<file path="src/rtl/cmp_pkg.sv">
// Shared definitions for the serial comparator: FSM states, result codes
// and counter sizing.
package cmp_pkg;

    typedef enum logic {
        IDLE = 1'b0,
        RUN  = 1'b1
    } state_t;

    // One-hot result codes; bit order matches {gt, lt, eq}.
    typedef enum logic [2:0] {
        RES_NONE = 3'b000,
        RES_EQ   = 3'b001,
        RES_LT   = 3'b010,
        RES_GT   = 3'b100
    } res_t;

    function automatic int cnt_width(input int n);
        return (n > 1) ? $clog2(n) : 1;
    endfunction

endpackage

</file>
<file path="src/rtl/cmp_chunk.sv">
// Combinational STEP-bit unsigned comparator; lt is implied by ~eq & ~gt.
module cmp_chunk #(
    parameter int STEP = 2
) (
    input  logic [STEP-1:0] a,
    input  logic [STEP-1:0] b,
    output logic            eq,
    output logic            gt
);

    assign eq = (a == b);
    assign gt = (a > b);

endmodule

</file>
<file path="src/rtl/serial_comparator.sv">
// Multi-cycle magnitude comparator: walks the operands MSB-first, STEP bits
// per cycle, and exits as soon as a chunk differs.
module serial_comparator
    import cmp_pkg::*;
#(
    parameter int WIDTH = 8,
    parameter int STEP  = 2
) (
    input  logic             clk,
    input  logic             rst,
    input  logic             start,
    input  logic             sgn,
    input  logic [WIDTH-1:0] x,
    input  logic [WIDTH-1:0] y,
    output logic             busy,
    output logic             done,
    output logic             eq,
    output logic             lt,
    output logic             gt
);

    localparam int N     = WIDTH / STEP;
    localparam int CNT_W = cnt_width(N);
    localparam logic [CNT_W-1:0] LAST = CNT_W'(N - 1);

    generate
        if (WIDTH < 2 || STEP < 1 || (WIDTH % STEP) != 0) begin : g_param_check
            $error("serial_comparator: WIDTH must be >= 2 and a multiple of STEP");
        end
    endgenerate

    state_t           state_reg, state_next;
    res_t             res_reg, res_next;
    logic [CNT_W-1:0] cnt_reg, cnt_next;
    logic [WIDTH-1:0] x_reg, y_reg;
    logic             done_reg, done_next;
    logic             load;

    // Flipping the sign bit maps two's-complement order onto unsigned order.
    logic [WIDTH-1:0] sign_mask;
    assign sign_mask = {sgn, {(WIDTH-1){1'b0}}};

    logic [STEP-1:0] x_chunks [N];
    logic [STEP-1:0] y_chunks [N];

    for (genvar gi = 0; gi < N; gi++) begin : g_chunks
        assign x_chunks[gi] = x_reg[WIDTH-1-gi*STEP -: STEP];
        assign y_chunks[gi] = y_reg[WIDTH-1-gi*STEP -: STEP];
    end

    logic chunk_eq, chunk_gt;

    cmp_chunk #(.STEP(STEP)) u_chunk (
        .a  (x_chunks[cnt_reg]),
        .b  (y_chunks[cnt_reg]),
        .eq (chunk_eq),
        .gt (chunk_gt)
    );

    always_comb begin
        state_next = state_reg;
        cnt_next   = cnt_reg;
        res_next   = res_reg;
        done_next  = 1'b0;
        load       = 1'b0;
        case (state_reg)
            IDLE: begin
                if (start) begin
                    load       = 1'b1;
                    cnt_next   = '0;
                    state_next = RUN;
                end
            end
            RUN: begin
                if (!chunk_eq) begin
                    res_next   = chunk_gt ? RES_GT : RES_LT;
                    done_next  = 1'b1;
                    state_next = IDLE;
                end else if (cnt_reg == LAST) begin
                    res_next   = RES_EQ;
                    done_next  = 1'b1;
                    state_next = IDLE;
                end else begin
                    cnt_next = cnt_reg + CNT_W'(1);
                end
            end
            default: state_next = IDLE;
        endcase
    end

    always_ff @(posedge clk or posedge rst) begin
        if (rst) begin
            state_reg <= IDLE;
            cnt_reg   <= '0;
            res_reg   <= RES_NONE;
            done_reg  <= 1'b0;
            x_reg     <= '0;
            y_reg     <= '0;
        end else begin
            state_reg <= state_next;
            cnt_reg   <= cnt_next;
            res_reg   <= res_next;
            done_reg  <= done_next;
            if (load) begin
                x_reg <= x ^ sign_mask;
                y_reg <= y ^ sign_mask;
            end
        end
    end

    assign busy = (state_reg == RUN);
    assign done = done_reg;
    assign eq   = (res_reg == RES_EQ);
    assign lt   = (res_reg == RES_LT);
    assign gt   = (res_reg == RES_GT);

endmodule

</file>
<file path="config.mk">
export PLATFORM = sky130hd
export DESIGN_NAME = serial_comparator
export DESIGN_NICKNAME = d
export VERILOG_FILES = /design/src/rtl/cmp_pkg.sv /design/src/rtl/cmp_chunk.sv /design/src/rtl/serial_comparator.sv
export SDC_FILE = /design/constraint.sdc
export NUM_CORES = 1
export LEC_CHECK = 0
export ABC_CLOCK_PERIOD_IN_PS = 2000
export BUFFER_PORTS_ARGS = -buffer_cell sky130_fd_sc_hd__buf_2
export CAP_MARGIN = 20
export CORE_UTILIZATION = 47
export DETAILED_ROUTE_END_ITERATION = 8
export PLACE_DENSITY_LB_ADDON = 0.12
export SYNTH_ARGS = -nofsm -noshare
export SYNTH_HDL_FRONTEND = slang
export SYNTH_HIERARCHICAL = 1
export SYNTH_SLANG_ARGS = --single-unit
</file>
<file path="constraint.sdc">
create_clock -name clk -period 2 [get_ports clk]
set_input_delay 0.5 -clock clk [delete_from_list [all_inputs] [get_ports clk]]
set_output_delay 0.5 -clock clk [all_outputs]
set_load 0.005 [all_outputs]
</file>
==> summary.md, run 1 <==
| Metric | Value |
|---|---|
| Status | `completed` |
| Largest net degree at the start of global routing | `24` |
| Share of power burned in combinational logic | `0.479` |
| Vias in the first global route | `725` |
| Clk network pwr share | `0.109` |
| Io pins | `25` |
| Max Clock Skew | `0.00456 ns` |
| Tcrit/Tclk final | `0.969` |
| Critical-path maximum fanout | `4` |
| Max Fclk | `0.516 GHz` |
| Post-route ant nets | `0` |
| Routed via count | `691` |
| Residual DRC | `0` |
| ANT cells | `0` |
| Clk slew on worst S/H paths | `0.12 ns` |
| Final Hold Viols | `0` |
| CTS Hold Bufs | `0` |
| Peak VDD IR | `0.000940 V` |
| Initial antenna violation count | `0` |
| Seq pwr share | `0.412` |
| Die ar. | `0.00255 mm^2` |
| Effective utilization at floorplan | `0.499` |
| Worst hold path type | `primary input to async pin` |
| Tmin final | `1.94 ns` |
| 1st-iter DRT viols | `3` |
| WL/cell | `12.9 um` |
| CTS tree | `built` |
| Clock latency on the worst-skew pair | `0.30 ns` |
| Share of cells above drive strength 1 | `0.514` |
| Static Leak | `0.629 nW` |
| RSZ-0062 raised after global routing | `true` |
| Slew at the pin with the worst max-slew slack | `0.288 ns` |
| Placed cells | `132` |
| Switching part of the total | `0.335` |
| Core ar. | `0.00221 mm^2` |
| Root buf cell | `clkbuf_4` |
| Synth Instances | `79` |
| Sequential-to-total area share from yosys stat | `0.522` |
| Placer Congestion | `0.785` |
| Launching element type of the critical path | `flip-flop` |
| Max-cap violations | `0` |
| NetSw | `0.655 mW` |
| Clock H-tree levels | `1` |
| Total GRT Usage | `0.167` |
| Average size of a mapped cell | `14.0 um^2` |
| Row Count | `17` |
| Die X | `50.5 um` |
| Final WS setup | `0.0611 ns` |
| Ys Warns | `6` |
| Non-Filler Instances | `137` |
| Yosys cell types | `22` |
| Grt ovf | `0` |
| WS Path Type | `flip-flop to flip-flop` |
| Final setup violation count | `0` |
| Crit. End Element | `flip-flop` |
| Area delta synth->final | `18.9%` |
| Clock tree buffer depth | `2` |
| Die height | `50.5 um` |
| Fin nets | `133` |
| Slew margin rel. | `0.808` |
| Synth Register Bits | `23` |
| Placement Setup Slack | `0.0126 ns` |
| First-pass GRT wire length | `3150 um` |
| Max Slew Vio Count | `0` |
| CTS buffer count | `3` |
| Power Dens Cells | `1490 mW/mm^2` |
| Worst Path Arrival | `2.18 ns` |
| Post-Layout Inst Area | `0.00131 mm^2` |
| Net Count, Synth | `102` |
| FF-to-FF path depth | `6` |
| Via-to-Cell Ratio | `5.04` |
| Final WL | `1770 um` |
| HPWL after DPL | `1260 um` |
| Power Internal | `1.30 mW` |
| Crit path required time | `2.24 ns` |
| Initial DRT Pass Iterations | `2` |
| Mapped cell area | `0.00110 mm^2` |
| Port bufs | `24` |
| Sink Count | `23` |
| DP Area | `0.00126 mm^2` |
| Setup TNS | `0 ns` |
[area by class of cell]
class                      count  area [um^2]
clock buffer                   4         26.3
fill                         204          900
inverter                       9         33.8
multi-input combinational     44          484
sequential                    23          576
tap                           28         35.0
timing repair buffer          29          158
[Yosys cell counts, drive strengths merged]
library cell	instances	area [um^2]
mux4	4	90.1
o22ai	1	6.26
nor2b	2	12.5
nand3b	1	7.51
a22o	2	17.5
mux2i	1	10.0
clkbuf	1	5.00
ha	3	37.5
o21ai	1	5.00
inv	9	33.8
nand2b	2	12.5
mux2	14	180
a21oi	4	23.8
nor2	3	11.3
buf	2	26.3
and2	1	8.76
xnor2	2	17.5
dfrtp	23	576
nor3b	3	22.5
[placed cells by master (no fill, tap or decap)]
master and instances:
nor3b_1 3, a22o_1 2, nand3b_1 1, ha_1 2, o22ai_2 1, buf_2 24, mux2i_1 1, a21oi_1 3
buf_4 5, o21ai_1 1, and2_4 1, clkbuf_4 3, nor2b_1 1, clkbuf_1 1, mux2_4 6, dfrtp_1 23
ha_4 1, xnor2_1 2, nor2b_2 1, nor2_1 3, a21oi_2 1, inv_2 1, inv_1 8, nand2b_1 2
mux2_2 8, mux4_2 4
[metrics by stage]
step | utilization | total power [mW] | hold WS, ns
finish | 0.593 | 1.95 | 0.199
detailed placement | 0.570 | 1.68 | 0.495
global route | 0.593 | 2.11 | 0.232
CTS | 0.581 | 1.90 | 0.210
global placement | 0.570 | 1.65 | 0.489
floorplan | - | 1.50 | 0.475
[worst max-delay path: stages, from the launching register on]
cell and delay, ns:
dfrtp_1 0.43, mux4_2 0.56, ha_4 0.29, and2_4 0.15, nand3b_1 0.13, buf_4 0.17
o22ai_2 0.13
[kinds of logic (layout without fill, tap and decap cells)]
logic type	count (synthesis)	in the layout	share of synthesized area
AOI/OAI and AO/OA	8	8	0.0476
xor gates and xnor gates	2	2	0.0159
adders and majority gates	3	3	0.0340
buffers and inverters	12	42	0.0589
DFF	23	23	0.522
muxes	19	19	0.254
and+or+nand+nor	12	12	0.0680
[power by group through the flow]
stage | combinational, mW | clock (mW) | sequential [mW]
CTS | 0.870 | 0.221 | 0.806
finish | 0.936 | 0.213 | 0.806
floorplan | 0.726 | 0 | 0.771
detailed placement | 0.863 | 0 | 0.817
global route | 1.04 | 0.238 | 0.838
global placement | 0.840 | 0 | 0.812
[per-layer routing]
| metal | routed length [um] | track usage |
|---|---|---|
| met1 | 834 | 0.224 |
| met2 | 850 | 0.273 |
| met3 | 65 | 0.0273 |
| met4 | 19 | 0.0556 |
| met5 | 0 | 0 |
[timing repair]
item	CTS	global route
pin swaps	0	2
gates resized for setup	1	3
cloned	0	0
setup endpoints to repair	2	4
setup buffers	0	1
[final timing paths]
kind,from,endpoint,slack [ns]
max in group asynchronous,rst,res_reg[0]$_DFFE_PP0P_,1.57
hold / removal,rst,x_chunks[6]$_DFFE_PP0P_,0.20
min in group clk,y[1],y_chunks[1]$_DFFE_PP0P_,0.41
setup / recovery,cnt_reg[1]$_DFFE_PP0P_,cnt_reg[1]$_DFFE_PP0P_,0.06
hold reg to reg,x_chunks[0]$_DFFE_PP0P_,x_chunks[0]$_DFFE_PP0P_,0.52
setup reg to reg,cnt_reg[1]$_DFFE_PP0P_,cnt_reg[1]$_DFFE_PP0P_,0.06
(Power assumes the default switching activity.)
==> inputs of run 2 (changes only) <==
--- a/config.mk
+++ b/config.mk
@@ -10,7 +10,7 @@
 export CAP_MARGIN = 20
 export CORE_UTILIZATION = 47
 export DETAILED_ROUTE_END_ITERATION = 8
-export PLACE_DENSITY_LB_ADDON = 0.12
+export PLACE_DENSITY = 0.75
 export SYNTH_ARGS = -nofsm -noshare
 export SYNTH_HDL_FRONTEND = slang
 export SYNTH_HIERARCHICAL = 1
==> summary.md, run 2 (synthesis gave the netlist of run 1 again) <==
| Metric | Value |
|---|---|
| Status | `completed (unchanged)` |
| Peak VDD IR | `0.000795 V (was 0.000940 V)` |
| Clk network pwr share | `0.107 (was 0.109)` |
| DP Area | `0.00126 mm^2 (unchanged)` |
| Most common cell after layout, fill and taps aside | `buf_2 (unchanged)` |
| Launching element type of the critical path | `flip-flop (unchanged)` |
| Tmin final | `1.91 ns (was 1.94 ns)` |
| Total GRT Usage | `0.175 (was 0.167)` |
| CTS buffer count | `3 (unchanged)` |
| Residual DRC | `0 (unchanged)` |
| M1 wire length | `803 um (was 834 um)` |
| Area delta synth->final | `19.3% (was 18.9%)` |
| Share of power burned in combinational logic | `0.477 (was 0.479)` |
| Grt ovf | `0 (unchanged)` |
| Clock latency on the worst-skew pair | `0.30 ns (about the same)` |
| Worst hold path type | `primary input to async pin (unchanged)` |
| Initial DRT Pass Iterations | `4 (was 2)` |
| Slew at the pin with the worst max-slew slack | `0.282 ns (was 0.288 ns)` |
| Routed via count | `701 (was 691)` |
| Crit-path leading delay family | `multiplexers (unchanged)` |
| Effective utilization at floorplan | `0.499 (unchanged)` |
| Buf/Inv on CP | `0 (was 1)` |
| Register area | `577 um^2 (was 576 um^2)` |
| Post-route ant nets | `0 (unchanged)` |
| Root buf cell | `clkbuf_4 (unchanged)` |
| Sink Count | `23 (unchanged)` |
| Met2 WL post-DR | `970 um (was 850 um)` |
| CP cell instances | `mux4_2 > ha_4 > and2_4 > nand3b_1 > nand2b_1 > o22ai_1 (was mux4_2 > ha_4 > and2_4 > nand3b_1 > buf_4 > o22ai_2)` |
| Power Internal | `1.31 mW (was 1.30 mW)` |
| Tcrit/Tclk final | `0.957 (was 0.969)` |
| Placement Setup Slack | `0.0236 ns (was 0.0126 ns)` |
| Final setup violation count | `0 (unchanged)` |
| Crit. End Element | `flip-flop (unchanged)` |
| First-pass GRT wire length | `3190 um (was 3150 um)` |
| Most frequent cells in the layout | `24 x buf_2, 22 x dfrtp_1, 9 x inv_1 (was 24 x buf_2, 23 x dfrtp_1, 8 x inv_1, 8 x mux2_2, 6 x mux2_4)` |
| Seq pwr share | `0.416 (was 0.412)` |
| Post-Layout Inst Area | `0.00132 mm^2 (was 0.00131 mm^2)` |
| 1st-iter DRT viols | `3 (unchanged)` |
| ANT cells | `0 (unchanged)` |
| Core ar. | `0.00221 mm^2 (unchanged)` |
| Final Hold Viols | `0 (unchanged)` |
| Max-cap violations | `0 (unchanged)` |
| Slowest stage delay, CP | `0.56 ns (about the same)` |
| Slew margin rel. | `0.812 (was 0.808)` |
| WS Path Type | `flip-flop to flip-flop (unchanged)` |
| Vias in the first global route | `693 (was 725)` |
| Final WL | `1860 um (was 1770 um)` |
| DR top layer | `met4 (unchanged)` |
| Final WS setup | `0.0857 ns (was 0.0611 ns)` |
| Share of cells above drive strength 1 | `0.518 (was 0.514)` |
| Clk slew on worst S/H paths | `0.13 ns (was 0.12 ns)` |
| Initial antenna violation count | `0 (unchanged)` |
| Max Slew Vio Count | `0 (unchanged)` |
| CTS tree | `built (unchanged)` |
| Power Dens Cells | `1500 mW/mm^2 (was 1490 mW/mm^2)` |
| RSZ-0062 raised after global routing | `true (unchanged)` |
| Critical-path maximum fanout | `4 (unchanged)` |
| Die ar. | `0.00255 mm^2 (unchanged)` |
| Slowest-stage cell, CP | `mux4_2 (unchanged)` |
| Fin nets | `134 (was 133)` |
| HPWL after DPL | `1380 um (was 1260 um)` |
| Die X | `50.5 um (unchanged)` |
| Met3 wire len | `75 um (was 65 um)` |
| Placed cells | `132 (unchanged)` |
| Placer Congestion | `0.805 (was 0.785)` |
| Io pins | `25 (unchanged)` |
| Port bufs | `24 (unchanged)` |
| Row Count | `17 (unchanged)` |
| Static Leak | `0.635 nW (was 0.629 nW)` |
| Crit path required time | `2.19 ns (was 2.24 ns)` |
| Switching part of the total | `0.338 (was 0.335)` |
| Max Fclk | `0.522 GHz (was 0.516 GHz)` |
| Die height | `50.5 um (unchanged)` |
| Largest net degree at the start of global routing | `24 (unchanged)` |
| WL/cell | `13.5 um (was 12.9 um)` |
| Multi-input gate area | `478 um^2 (was 484 um^2)` |
| Via-to-Cell Ratio | `5.08 (was 5.04)` |
| Non-Filler Instances | `138 (was 137)` |
| Max Clock Skew | `0.00689 ns (was 0.00456 ns)` |
| Clock tree buffer depth | `2 (unchanged)` |
| Worst Path Arrival | `2.11 ns (was 2.18 ns)` |
| Clock H-tree levels | `1 (unchanged)` |
| NetSw | `0.667 mW (was 0.655 mW)` |
| Fill cell count | `191 (was 204)` |
## run 2: cell types whose count changed in the layout (fill, tap and decap cells not counted), sizes merged
cell and change:
buf +1, clkbuf -1, clkinv +1
## run 2: repair_timing
item,CTS,global route
gates resized for setup,1,2
endpoints found under the setup margin,2,4
setup buffers,0,2
hold buffers,0,0
## run 2: path summary, 6_finish.rpt
check	endpoint	depth (start not counted)	startpoint	slack [ns]
max	cnt_reg[1]$_DFFE_PP0P_	6	cnt_reg[1]$_DFFE_PP0P_	0.09
min in group clk	x_chunks[6]$_DFFE_PP0P_	2	x[6]	0.41
min	res_reg[2]$_DFFE_PP0P_	3	rst	0.20
max in group asynchronous	cnt_reg[0]$_DFFE_PP0P_	3	rst	1.55
max reg2reg	cnt_reg[1]$_DFFE_PP0P_	6	cnt_reg[1]$_DFFE_PP0P_	0.09
min reg2reg	y_chunks[5]$_DFFE_PP0P_	1	y_chunks[5]$_DFFE_PP0P_	0.53
## run 2: metal layers
| metal | track usage | vias to the layer above |
|---|---|---|
| met5 | 0 | - |
| met4 | 0.0648 | 0 |
| met3 | 0.0364 | 2 |
| met2 | 0.296 | 19 |
| met1 | 0.220 | 347 |
| li1 | - | 333 |
## run 2: worst min-delay path, stage by stage
cell and delay, ns:
buf_2 0.09, inv_1 0.04, buf_4 0.28
## run 2: metrics by stage
step	total power, mW	hold slack, ns	util	TNS [ns]
3_5_place_dp	1.70	0.499	0.570	0
3_3_place_gp	1.64	0.492	0.570	0
5_1_grt	2.13	0.213	0.595	-0.0152
4_1_cts	1.92	0.206	0.582	0
6_report	1.97	0.204	0.595	0
2_1_floorplan	1.50	0.475	-	0
## run 2: layout make-up
cell class,count,share of cell area
clock buffers,3,0.0171
clock inverters,1,0.00380
inverters,9,0.0257
multi-input cells,44,0.363
flip-flops and latches,23,0.438
well taps,28,0.0266
repair buffers,30,0.125
## run 2: power groups by stage
stage / registers (mW) / logic [mW] / clock network [mW]
2_1_floorplan: 0.771 / 0.726 / 0
3_3_place_gp: 0.811 / 0.829 / 0
3_5_place_dp: 0.824 / 0.876 / 0
4_1_cts: 0.820 / 0.884 / 0.219
5_1_grt: 0.846 / 1.04 / 0.243
6_report: 0.820 / 0.941 / 0.212
